==> config.mk <==
export PLATFORM = sky130hd
export DESIGN_NAME = radio_pkt_ctrl_flat
export DESIGN_NICKNAME = d
export VERILOG_FILES = /design/src/rtl/radio_pkt_ctrl_pkg.sv /design/src/rtl/radio_pkt_ctrl_if.sv /design/src/rtl/radio_pkt_ctrl_buf.sv /design/src/rtl/radio_pkt_ctrl.sv /design/src/flat_wrapper.sv
export SDC_FILE = /design/constraint.sdc
export NUM_CORES = 1
export LEC_CHECK = 0
export ABC_AREA = 1
export BUFFER_PORTS_ARGS = -buffer_cell sky130_fd_sc_hd__buf_2
export CAP_MARGIN = 20
export CELL_PAD_IN_SITES_DETAIL_PLACEMENT = 0
export CELL_PAD_IN_SITES_GLOBAL_PLACEMENT = 2
export CORE_UTILIZATION = 40
export DETAILED_ROUTE_END_ITERATION = 12
export PLACE_DENSITY = 0.76
export SYNTH_ARGS = -nofsm -noshare
export SYNTH_HDL_FRONTEND = slang
export SYNTH_HIERARCHICAL = 1
export SYNTH_SLANG_ARGS = --single-unit
==> constraint.sdc <==
create_clock -name clk -period 2.5 [get_ports clk]
set_input_delay 0.5 -clock clk [delete_from_list [all_inputs] [get_ports clk]]
set_output_delay 0.5 -clock clk [all_outputs]
set_load 0.05 [all_outputs]
==> src/rtl/radio_pkt_ctrl_pkg.sv <==
// Shared state encoding, default acknowledge value and sizing helpers
// for the radio packet transmit sequencer.
package radio_pkt_ctrl_pkg;

  typedef enum logic [3:0] {
    ST_IDLE,
    ST_LOAD,
    ST_WAKE,
    ST_SEND,
    ST_SETTLE,
    ST_WAIT_TX,
    ST_ACK_WAIT,
    ST_DONE,
    ST_FAIL
  } state_t;

  localparam logic [7:0] ACK_BYTE_DEF = 8'hA5;

  // Frame length (payload + length byte) and the index into it need one bit
  // beyond the buffer address so that MAX_LEN and MAX_LEN+1 are representable.
  function automatic int len_w(input int max_len);
    return $clog2(max_len) + 1;
  endfunction

  function automatic int att_w(input int max_retry);
    return $clog2(max_retry + 2);
  endfunction

endpackage

==> src/rtl/radio_pkt_ctrl_if.sv <==
// Load-side handshake, status and radio byte-transceiver signals of the packet sequencer.
// master = the sequencer, slave = the application logic plus radio it talks to.
interface radio_pkt_ctrl_if #(
  parameter int MAX_RETRY = 3
);
  localparam int ATT_W = radio_pkt_ctrl_pkg::att_w(MAX_RETRY);

  logic             load_valid;
  logic [7:0]       load_data;
  logic             load_last;
  logic             load_ready;
  logic             done;
  logic             fail;
  logic [ATT_W-1:0] attempts;
  logic             radio_enable;
  logic             radio_send;
  logic [7:0]       radio_tx_data;
  logic             radio_busy;
  logic             radio_receive;
  logic [7:0]       radio_rx_data;
  logic             radio_rx_valid;

  modport master (
    input  load_valid, load_data, load_last, radio_busy, radio_rx_data, radio_rx_valid,
    output load_ready, done, fail, attempts, radio_enable, radio_send, radio_tx_data,
           radio_receive
  );

  modport slave (
    output load_valid, load_data, load_last, radio_busy, radio_rx_data, radio_rx_valid,
    input  load_ready, done, fail, attempts, radio_enable, radio_send, radio_tx_data,
           radio_receive
  );

endinterface

==> src/rtl/radio_pkt_ctrl_buf.sv <==
// Packet payload store: one write port with an auto-incrementing pointer,
// combinational read by index; clearing only rewinds the pointer.
module radio_pkt_ctrl_buf #(
  parameter int DEPTH = 16
) (
  input  logic                     clk,
  input  logic                     rst,
  input  logic                     i_wr_en,
  input  logic [7:0]               i_wr_dat,
  input  logic                     i_clr,
  output logic [$clog2(DEPTH)-1:0] o_wr_ptr,
  input  logic [$clog2(DEPTH)-1:0] i_rd_idx,
  output logic [7:0]               o_rd_dat
);
  localparam int AW = $clog2(DEPTH);

  logic [7:0]    r_mem [DEPTH];
  logic [AW-1:0] r_ptr;

  always_ff @(posedge clk) begin
    if (i_wr_en) r_mem[r_ptr] <= i_wr_dat;
  end

  always_ff @(posedge clk or posedge rst) begin
    if (rst)          r_ptr <= '0;
    else if (i_clr)   r_ptr <= '0;
    else if (i_wr_en) r_ptr <= r_ptr + AW'(1);
  end

  assign o_wr_ptr = r_ptr;
  assign o_rd_dat = r_mem[i_rd_idx];

endmodule

==> src/rtl/radio_pkt_ctrl.sv <==
// Buffers one packet, wakes the radio, sends length byte + payload over the send/busy
// handshake and waits for an acknowledge, retrying on timeout; loading stalls while busy.
module radio_pkt_ctrl
  import radio_pkt_ctrl_pkg::*;
#(
  parameter int         MAX_LEN     = 16,
  parameter int         WAKE_CYCLES = 4,
  parameter int         ACK_TIMEOUT = 64,
  parameter int         MAX_RETRY   = 3,
  parameter logic [7:0] ACK_BYTE    = ACK_BYTE_DEF
) (
  input  logic              clk,
  input  logic              rst,
  radio_pkt_ctrl_if.master  io_bus
);
  localparam int AW = $clog2(MAX_LEN);
  localparam int LW = len_w(MAX_LEN);
  localparam int AT = att_w(MAX_RETRY);
  localparam int WW = $clog2(WAKE_CYCLES + 1);
  localparam int TW = $clog2(ACK_TIMEOUT + 1);

  state_t        r_state, w_next;
  logic          r_alive;
  logic [LW-1:0] r_len, r_idx;
  logic [AT-1:0] r_att;
  logic [WW-1:0] r_wake;
  logic [TW-1:0] r_timer;
  logic [7:0]    r_tx;
  logic [AW-1:0] w_wr_ptr, w_rd_idx;
  logic [7:0]    w_rd_dat, w_frame;
  logic          w_load, w_accept, w_last, w_clr, w_tx_done, w_ack, w_tmo, w_retry;

  assign w_load    = r_alive && (r_state == ST_IDLE || r_state == ST_LOAD);
  assign w_accept  = w_load && io_bus.load_valid;
  assign w_last    = w_accept && (io_bus.load_last || w_wr_ptr == AW'(MAX_LEN - 1));
  assign w_clr     = (r_state == ST_DONE) || (r_state == ST_FAIL);
  assign w_tx_done = (r_state == ST_WAIT_TX) && !io_bus.radio_busy;
  assign w_ack     = (r_state == ST_ACK_WAIT) && io_bus.radio_rx_valid &&
                     (io_bus.radio_rx_data == ACK_BYTE);
  // An ack landing on the last window cycle takes priority over the timeout.
  assign w_tmo     = (r_state == ST_ACK_WAIT) && !w_ack && (r_timer == TW'(ACK_TIMEOUT - 1));
  assign w_retry   = r_att <= AT'(MAX_RETRY);

  // Frame byte 0 is the length (truncated to 8 bits), byte k is payload k-1.
  assign w_rd_idx  = AW'(r_idx - LW'(1));
  assign w_frame   = (r_idx == '0) ? 8'(r_len) : w_rd_dat;

  radio_pkt_ctrl_buf #(.DEPTH(MAX_LEN)) u_buf (
    .clk      (clk),
    .rst      (rst),
    .i_wr_en  (w_accept),
    .i_wr_dat (io_bus.load_data),
    .i_clr    (w_clr),
    .o_wr_ptr (w_wr_ptr),
    .i_rd_idx (w_rd_idx),
    .o_rd_dat (w_rd_dat)
  );

  always_ff @(posedge clk or posedge rst) begin
    if (rst) r_state <= ST_IDLE;
    else     r_state <= w_next;
  end

  always_comb begin
    w_next                = r_state;
    io_bus.load_ready     = w_load;
    io_bus.done           = (r_state == ST_DONE);
    io_bus.fail           = (r_state == ST_FAIL);
    io_bus.attempts       = r_att;
    io_bus.radio_enable   = r_state inside {ST_WAKE, ST_SEND, ST_SETTLE, ST_WAIT_TX, ST_ACK_WAIT};
    io_bus.radio_send     = (r_state == ST_SEND);
    io_bus.radio_tx_data  = (r_state == ST_SEND) ? w_frame : r_tx;
    io_bus.radio_receive  = (r_state == ST_ACK_WAIT);
    case (r_state)
      ST_IDLE, ST_LOAD: begin
        if (w_last)        w_next = ST_WAKE;
        else if (w_accept) w_next = ST_LOAD;
      end
      ST_WAKE:    if (r_wake == WW'(WAKE_CYCLES - 1)) w_next = ST_SEND;
      ST_SEND:    w_next = ST_SETTLE;
      ST_SETTLE:  w_next = ST_WAIT_TX;
      ST_WAIT_TX: if (w_tx_done) w_next = (r_idx == r_len) ? ST_ACK_WAIT : ST_SEND;
      ST_ACK_WAIT: begin
        if (w_ack)      w_next = ST_DONE;
        else if (w_tmo) w_next = w_retry ? ST_SEND : ST_FAIL;
      end
      default:    w_next = ST_IDLE;
    endcase
  end

  always_ff @(posedge clk or posedge rst) begin
    if (rst) begin
      r_alive <= 1'b0;
      r_len   <= '0;
      r_idx   <= '0;
      r_att   <= '0;
      r_wake  <= '0;
      r_timer <= '0;
      r_tx    <= '0;
    end else begin
      r_alive <= 1'b1;
      r_wake  <= (r_state == ST_WAKE) ? r_wake + WW'(1) : '0;
      r_timer <= (r_state == ST_ACK_WAIT) ? r_timer + TW'(1) : '0;
      if (r_state == ST_SEND) r_tx <= w_frame;
      if (w_accept && r_state == ST_IDLE) r_att <= '0;
      if (w_last) begin
        r_len <= LW'(w_wr_ptr) + LW'(1);
        r_att <= AT'(1);
      end
      if (w_tmo && w_retry) r_att <= r_att + AT'(1);
      if (w_last || w_tmo)  r_idx <= '0;
      else if (w_tx_done)   r_idx <= r_idx + LW'(1);
    end
  end

endmodule

==> src/flat_wrapper.sv <==
// flat-port wrapper written by rule: the top's interface ports become plain ports
module radio_pkt_ctrl_flat import radio_pkt_ctrl_pkg::*;
#(
  parameter int         MAX_LEN     = 16,
  parameter int         WAKE_CYCLES = 4,
  parameter int         ACK_TIMEOUT = 64,
  parameter int         MAX_RETRY   = 3,
  parameter logic [7:0] ACK_BYTE    = ACK_BYTE_DEF
)
  (clk, rst, io_bus_load_valid, io_bus_load_data, io_bus_load_last, io_bus_radio_busy, io_bus_radio_rx_data, io_bus_radio_rx_valid, io_bus_load_ready, io_bus_done, io_bus_fail, io_bus_attempts, io_bus_radio_enable, io_bus_radio_send, io_bus_radio_tx_data, io_bus_radio_receive);
  radio_pkt_ctrl_if #(.MAX_RETRY(MAX_RETRY)) io_bus_i ();
  input  logic clk;
  input  logic rst;
  input wire logic [$bits(io_bus_i.load_valid)-1:0] io_bus_load_valid;
  input wire logic [$bits(io_bus_i.load_data)-1:0] io_bus_load_data;
  input wire logic [$bits(io_bus_i.load_last)-1:0] io_bus_load_last;
  input wire logic [$bits(io_bus_i.radio_busy)-1:0] io_bus_radio_busy;
  input wire logic [$bits(io_bus_i.radio_rx_data)-1:0] io_bus_radio_rx_data;
  input wire logic [$bits(io_bus_i.radio_rx_valid)-1:0] io_bus_radio_rx_valid;
  output wire logic [$bits(io_bus_i.load_ready)-1:0] io_bus_load_ready;
  output wire logic [$bits(io_bus_i.done)-1:0] io_bus_done;
  output wire logic [$bits(io_bus_i.fail)-1:0] io_bus_fail;
  output wire logic [$bits(io_bus_i.attempts)-1:0] io_bus_attempts;
  output wire logic [$bits(io_bus_i.radio_enable)-1:0] io_bus_radio_enable;
  output wire logic [$bits(io_bus_i.radio_send)-1:0] io_bus_radio_send;
  output wire logic [$bits(io_bus_i.radio_tx_data)-1:0] io_bus_radio_tx_data;
  output wire logic [$bits(io_bus_i.radio_receive)-1:0] io_bus_radio_receive;
  assign io_bus_i.load_valid = io_bus_load_valid;
  assign io_bus_i.load_data = io_bus_load_data;
  assign io_bus_i.load_last = io_bus_load_last;
  assign io_bus_i.radio_busy = io_bus_radio_busy;
  assign io_bus_i.radio_rx_data = io_bus_radio_rx_data;
  assign io_bus_i.radio_rx_valid = io_bus_radio_rx_valid;
  assign io_bus_load_ready = io_bus_i.load_ready;
  assign io_bus_done = io_bus_i.done;
  assign io_bus_fail = io_bus_i.fail;
  assign io_bus_attempts = io_bus_i.attempts;
  assign io_bus_radio_enable = io_bus_i.radio_enable;
  assign io_bus_radio_send = io_bus_i.radio_send;
  assign io_bus_radio_tx_data = io_bus_i.radio_tx_data;
  assign io_bus_radio_receive = io_bus_i.radio_receive;
  radio_pkt_ctrl #(.MAX_LEN(MAX_LEN), .WAKE_CYCLES(WAKE_CYCLES), .ACK_TIMEOUT(ACK_TIMEOUT), .MAX_RETRY(MAX_RETRY), .ACK_BYTE(ACK_BYTE)) u_core (.clk(clk), .rst(rst), .io_bus(io_bus_i));
endmodule
==> impl_metrics.py <==
metrics = {
    "yosys": {
        "synthDistinctLibCells": 38,
        "ys_warn_count": 6,
        "synthCells": 820,
        "synth_nets": 855,
        "synth_top_area_frac": 0.4858,
        "synth_seq_area_share": 0.6124,
        "syn_area_um2": 7911,
        "synth_edf_count": 128,
        "yosys.area.top_type": "edfxtp_1",
        "synth_ff_type": "edfxtp_1",
        "synth.area.top_cells": "edfxtp_1 (49%), dfrtp_1 (13%), nand2_1 (11%), nand3_1 (7.1%), inv_1 (6.6%)",
        "ys_ff_latch": 168,
        "synth_area_per_cell_um2": 9.648,
        "ys_async_sr_fraction": 0.2381,
    },
    "cells_and_area": {
        "n_fill_cell": 1802,
        "area_growth_pct": 24.78,
        "diodes": 0,
        "drive_above_1_share": 0.2401,
        "regArea_um2": 4845,
        "final_cells": 1177,
        "finalNetCount": 936,
        "multi_input_area_um2": 2745,
    },
    "critical_path": {
        "critPathSlowestCell": "dfrtp_1",
        "startpoint_type": "flop",
        "crit_path_end_kind": "output pin",
        "worstSetupPathType": "reg2out",
        "crit_chain": "inv_4, ha_4, clkinv_8, clkinv_8, buf_12, nand3_1, nand3_2, nand3_4, nand2_2, nand2_2, a31oi_4, buf_6",
        "critPathMaxFanout": 8,
        "cp.arrival_ns": 2.29,
        "rrSetupSlack_ns": 0.43,
        "cpPeakStageDelay_ns": 0.39,
        "worst_ep_required_time_ns": 2.00,
    },
    "clock_network": {
        "htreeDepth": 4,
        "clkSlewWorstSetupHoldPaths_ns": 0.06,
        "worstSkewPairLatency_ns": 0.42,
        "clockBufferDepth": 2,
        "cts_root_buffer": "clkbuf_16",
        "cts_buffers": 17,
        "clock-sinks": 168,
        "tritoncts": "yes",
    },
    "timing": {
        "slew_viol_final": 0,
        "fin_ws_ns": -0.2917,
        "setup_viol": 8,
        "max_freq_mhz": 358.2,
        "rsz0062_at_grt": "true",
        "finalCritPeriodShare": 1.117,
        "fin_tns_setup_ns": -2.195,
        "skew_ns": 0.01024,
        "hold_violations": 0,
        "fin_crit_ns": 2.792,
    },
    "power_and_ir_drop": {
        "p_per_area_nw_per_um2": 1217,
        "power.leakage_nw": 4.332,
        "total_power_mw": 12.02,
        "peakVddDrop_mv": 0.6155,
    },
    "die": {
        "dieArea_um2": 20340,
        "initial_core_util": 0.4078,
        "num_rows": 51,
        "io_pins": 39,
        "die_h_um": 142.6,
        "die_w_um": 142.6,
        "coreArea_um2": 19400,
    },
    "route": {
        "vias": 5612,
        "drt-total-wl_um": 19320,
        "drc_errors": 0,
        "first_pass_iters": 5,
        "viasPerCell": 4.768,
        "final_antenna_net_count": 0,
        "drt_iter0_drc": 389,
        "wire_per_inst_um": 16.42,
    },
    "global_routing": {
        "grt_pass1_vias": 5432,
        "grt_overflow": 0,
        "grt_pass1_wl_um": 30190,
        "grt_start_max_net_pins": 39,
        "antenna_found_initial": 0,
        "grt_usage": 0.2038,
    },
    "status": {
        "violations": "negative setup slack",
        "status": "finished, violations left",
    },
    "place": {
        "portBuffers": 38,
        "pre_cts_ws_ns": -0.1436,
        "place_congestion": 0.7512,
        "post-dp-hpwl_um": 12750,
        "dp_cells": 1133,
    },
    "job": {
        "cap_violations": 0,
    },
    "min_path": {
        "hold_path_class": "in2reg",
    },
}
cells in the mapped netlist (2+ instances only):
cell / instances
nand2_2: 5
or2_2: 3
clkbuf_2: 2
nor2_2: 3
nand2_1: 225
a31oi_1: 5
buf_4: 6
buf_2: 11
nand3_1: 112
o21ai_0: 12
buf_6: 8
nand3_4: 2
ha_1: 13
nor2_1: 48
xor2_1: 7
nand3b_1: 2
nor2_4: 3
a21oi_1: 9
edfxtp_1: 128
nand3_2: 2
xnor2_1: 3
o21ai_1: 6
dfrtp_1: 40
nor3_1: 3
inv_2: 5
nand4_1: 6
inv_1: 140
state kept, by name, summed over array words and instances, names as in the netlist:
register / cells
u_core/io_bus.attempts: 3
u_core/r_alive: 1
u_core/r_idx: 5
u_core/r_len: 5
u_core/r_state: 4
u_core/r_timer: 7
u_core/r_tx: 8
u_core/r_wake: 3
u_core/u_buf/o_wr_ptr: 4
u_core/u_buf/r_mem: 128
per-layer routing:
layer  global-route usage  up-vias  wire length, um
li1                     -     2783                -
met5                    0        -                0
met3              0.04158       14              794
met1               0.2874     2711             9197
met4              0.05093        0              198
met2               0.3215      104             9132
stage by stage:
stage               utilization  area, um2  hold slack (ns)
floorplan                     -       7994           0.2661
global placement         0.4467       8666           0.3857
detailed placement       0.4467       8666           0.3933
CTS                      0.4963       9627           0.4031
global route             0.5089       9872           0.4399
finish                   0.5089       9872           0.4121
report_power, final:
part           internal, mW  switching [mW]  leakage [nW]
Combinational          2.42            3.86          2.41
Sequential             3.26           0.189          1.68
Clock                  1.25            1.05         0.242
Total                  6.92            5.10          4.33
worst paths after layout:
kind                                   start                       end  cells past startpoint
max                          u_core/r_idx[0]   io_bus_radio_tx_data[3]                     12
min                        io_bus_load_valid           u_core/r_len[4]                      3
max reg2reg                u_core/r_state[3]  u_core/u_buf/r_mem[7][3]                      8
min reg2reg                 u_core/r_wake[0]          u_core/r_wake[0]                      1
max in group asynchronous                rst         u_core/r_state[1]                      4
min in group asynchronous                rst          u_core/r_wake[0]                      3
cells by family after synthesis:
logic type	share of synthesized area
compound gates	0.02325
other cells	0.0004740
flops	0.6124
fa+ha+maj	0.02056
buf+inv	0.09695
xor+xnor	0.01107
simple gates	0.2353
what timing repair did:
action	in CTS	in global routing
hold endpoints to repair	7	0
cloned	3	3
endpoints found under the setup margin	9	8
hold buffers	1	0
resized for setup	84	31
pin swaps	24	27
setup buffers	5	2
worst max-delay path: cells and delay by family (launching register included):
| family | cells | cell delay [ns] |
|---|---|---|
| flops | 1 | 0.39 |
| buf+inv | 5 | 0.56 |
| simple gates | 5 | 0.45 |
| compound gates | 1 | 0.16 |
| fa+ha+maj | 1 | 0.30 |
cell usage in the layout (no fill, tap or decap), drive strengths merged:
| master | synthesis | routed |
|---|---|---|
| clkinv | 1 | 10 |
| buf | 26 | 87 |
| dfrtp | 40 | 40 |
| nand3 | 116 | 116 |
| and3 | 2 | 2 |
| nand2 | 231 | 231 |
| xor2 | 7 | 7 |
| a31oi | 5 | 5 |
| conb | 1 | 1 |
| xnor2 | 3 | 3 |
| nand4 | 6 | 6 |
| nor2 | 54 | 54 |
| nand3b | 2 | 2 |
| clkinvlp | 0 | 3 |
| nor3 | 5 | 5 |
| clkbuf | 3 | 20 |
| dlygate4sd3 | 0 | 1 |
| edfxtp | 128 | 128 |
| inv | 145 | 146 |
| o21ai | 19 | 19 |
| ha | 13 | 13 |
| or2 | 3 | 3 |
| a21oi | 10 | 10 |
cell type report:
cell class	instances	share of cell area
clock inverter	13	0.008112
sequential	168	0.4907
tap	265	0.03359
timing repair buffer	91	0.08745
multi-input combinational	477	0.2781
inverter	146	0.05894
clock buffer	17	0.04309
No activity file was read; power rests on OpenSTA's default activity.
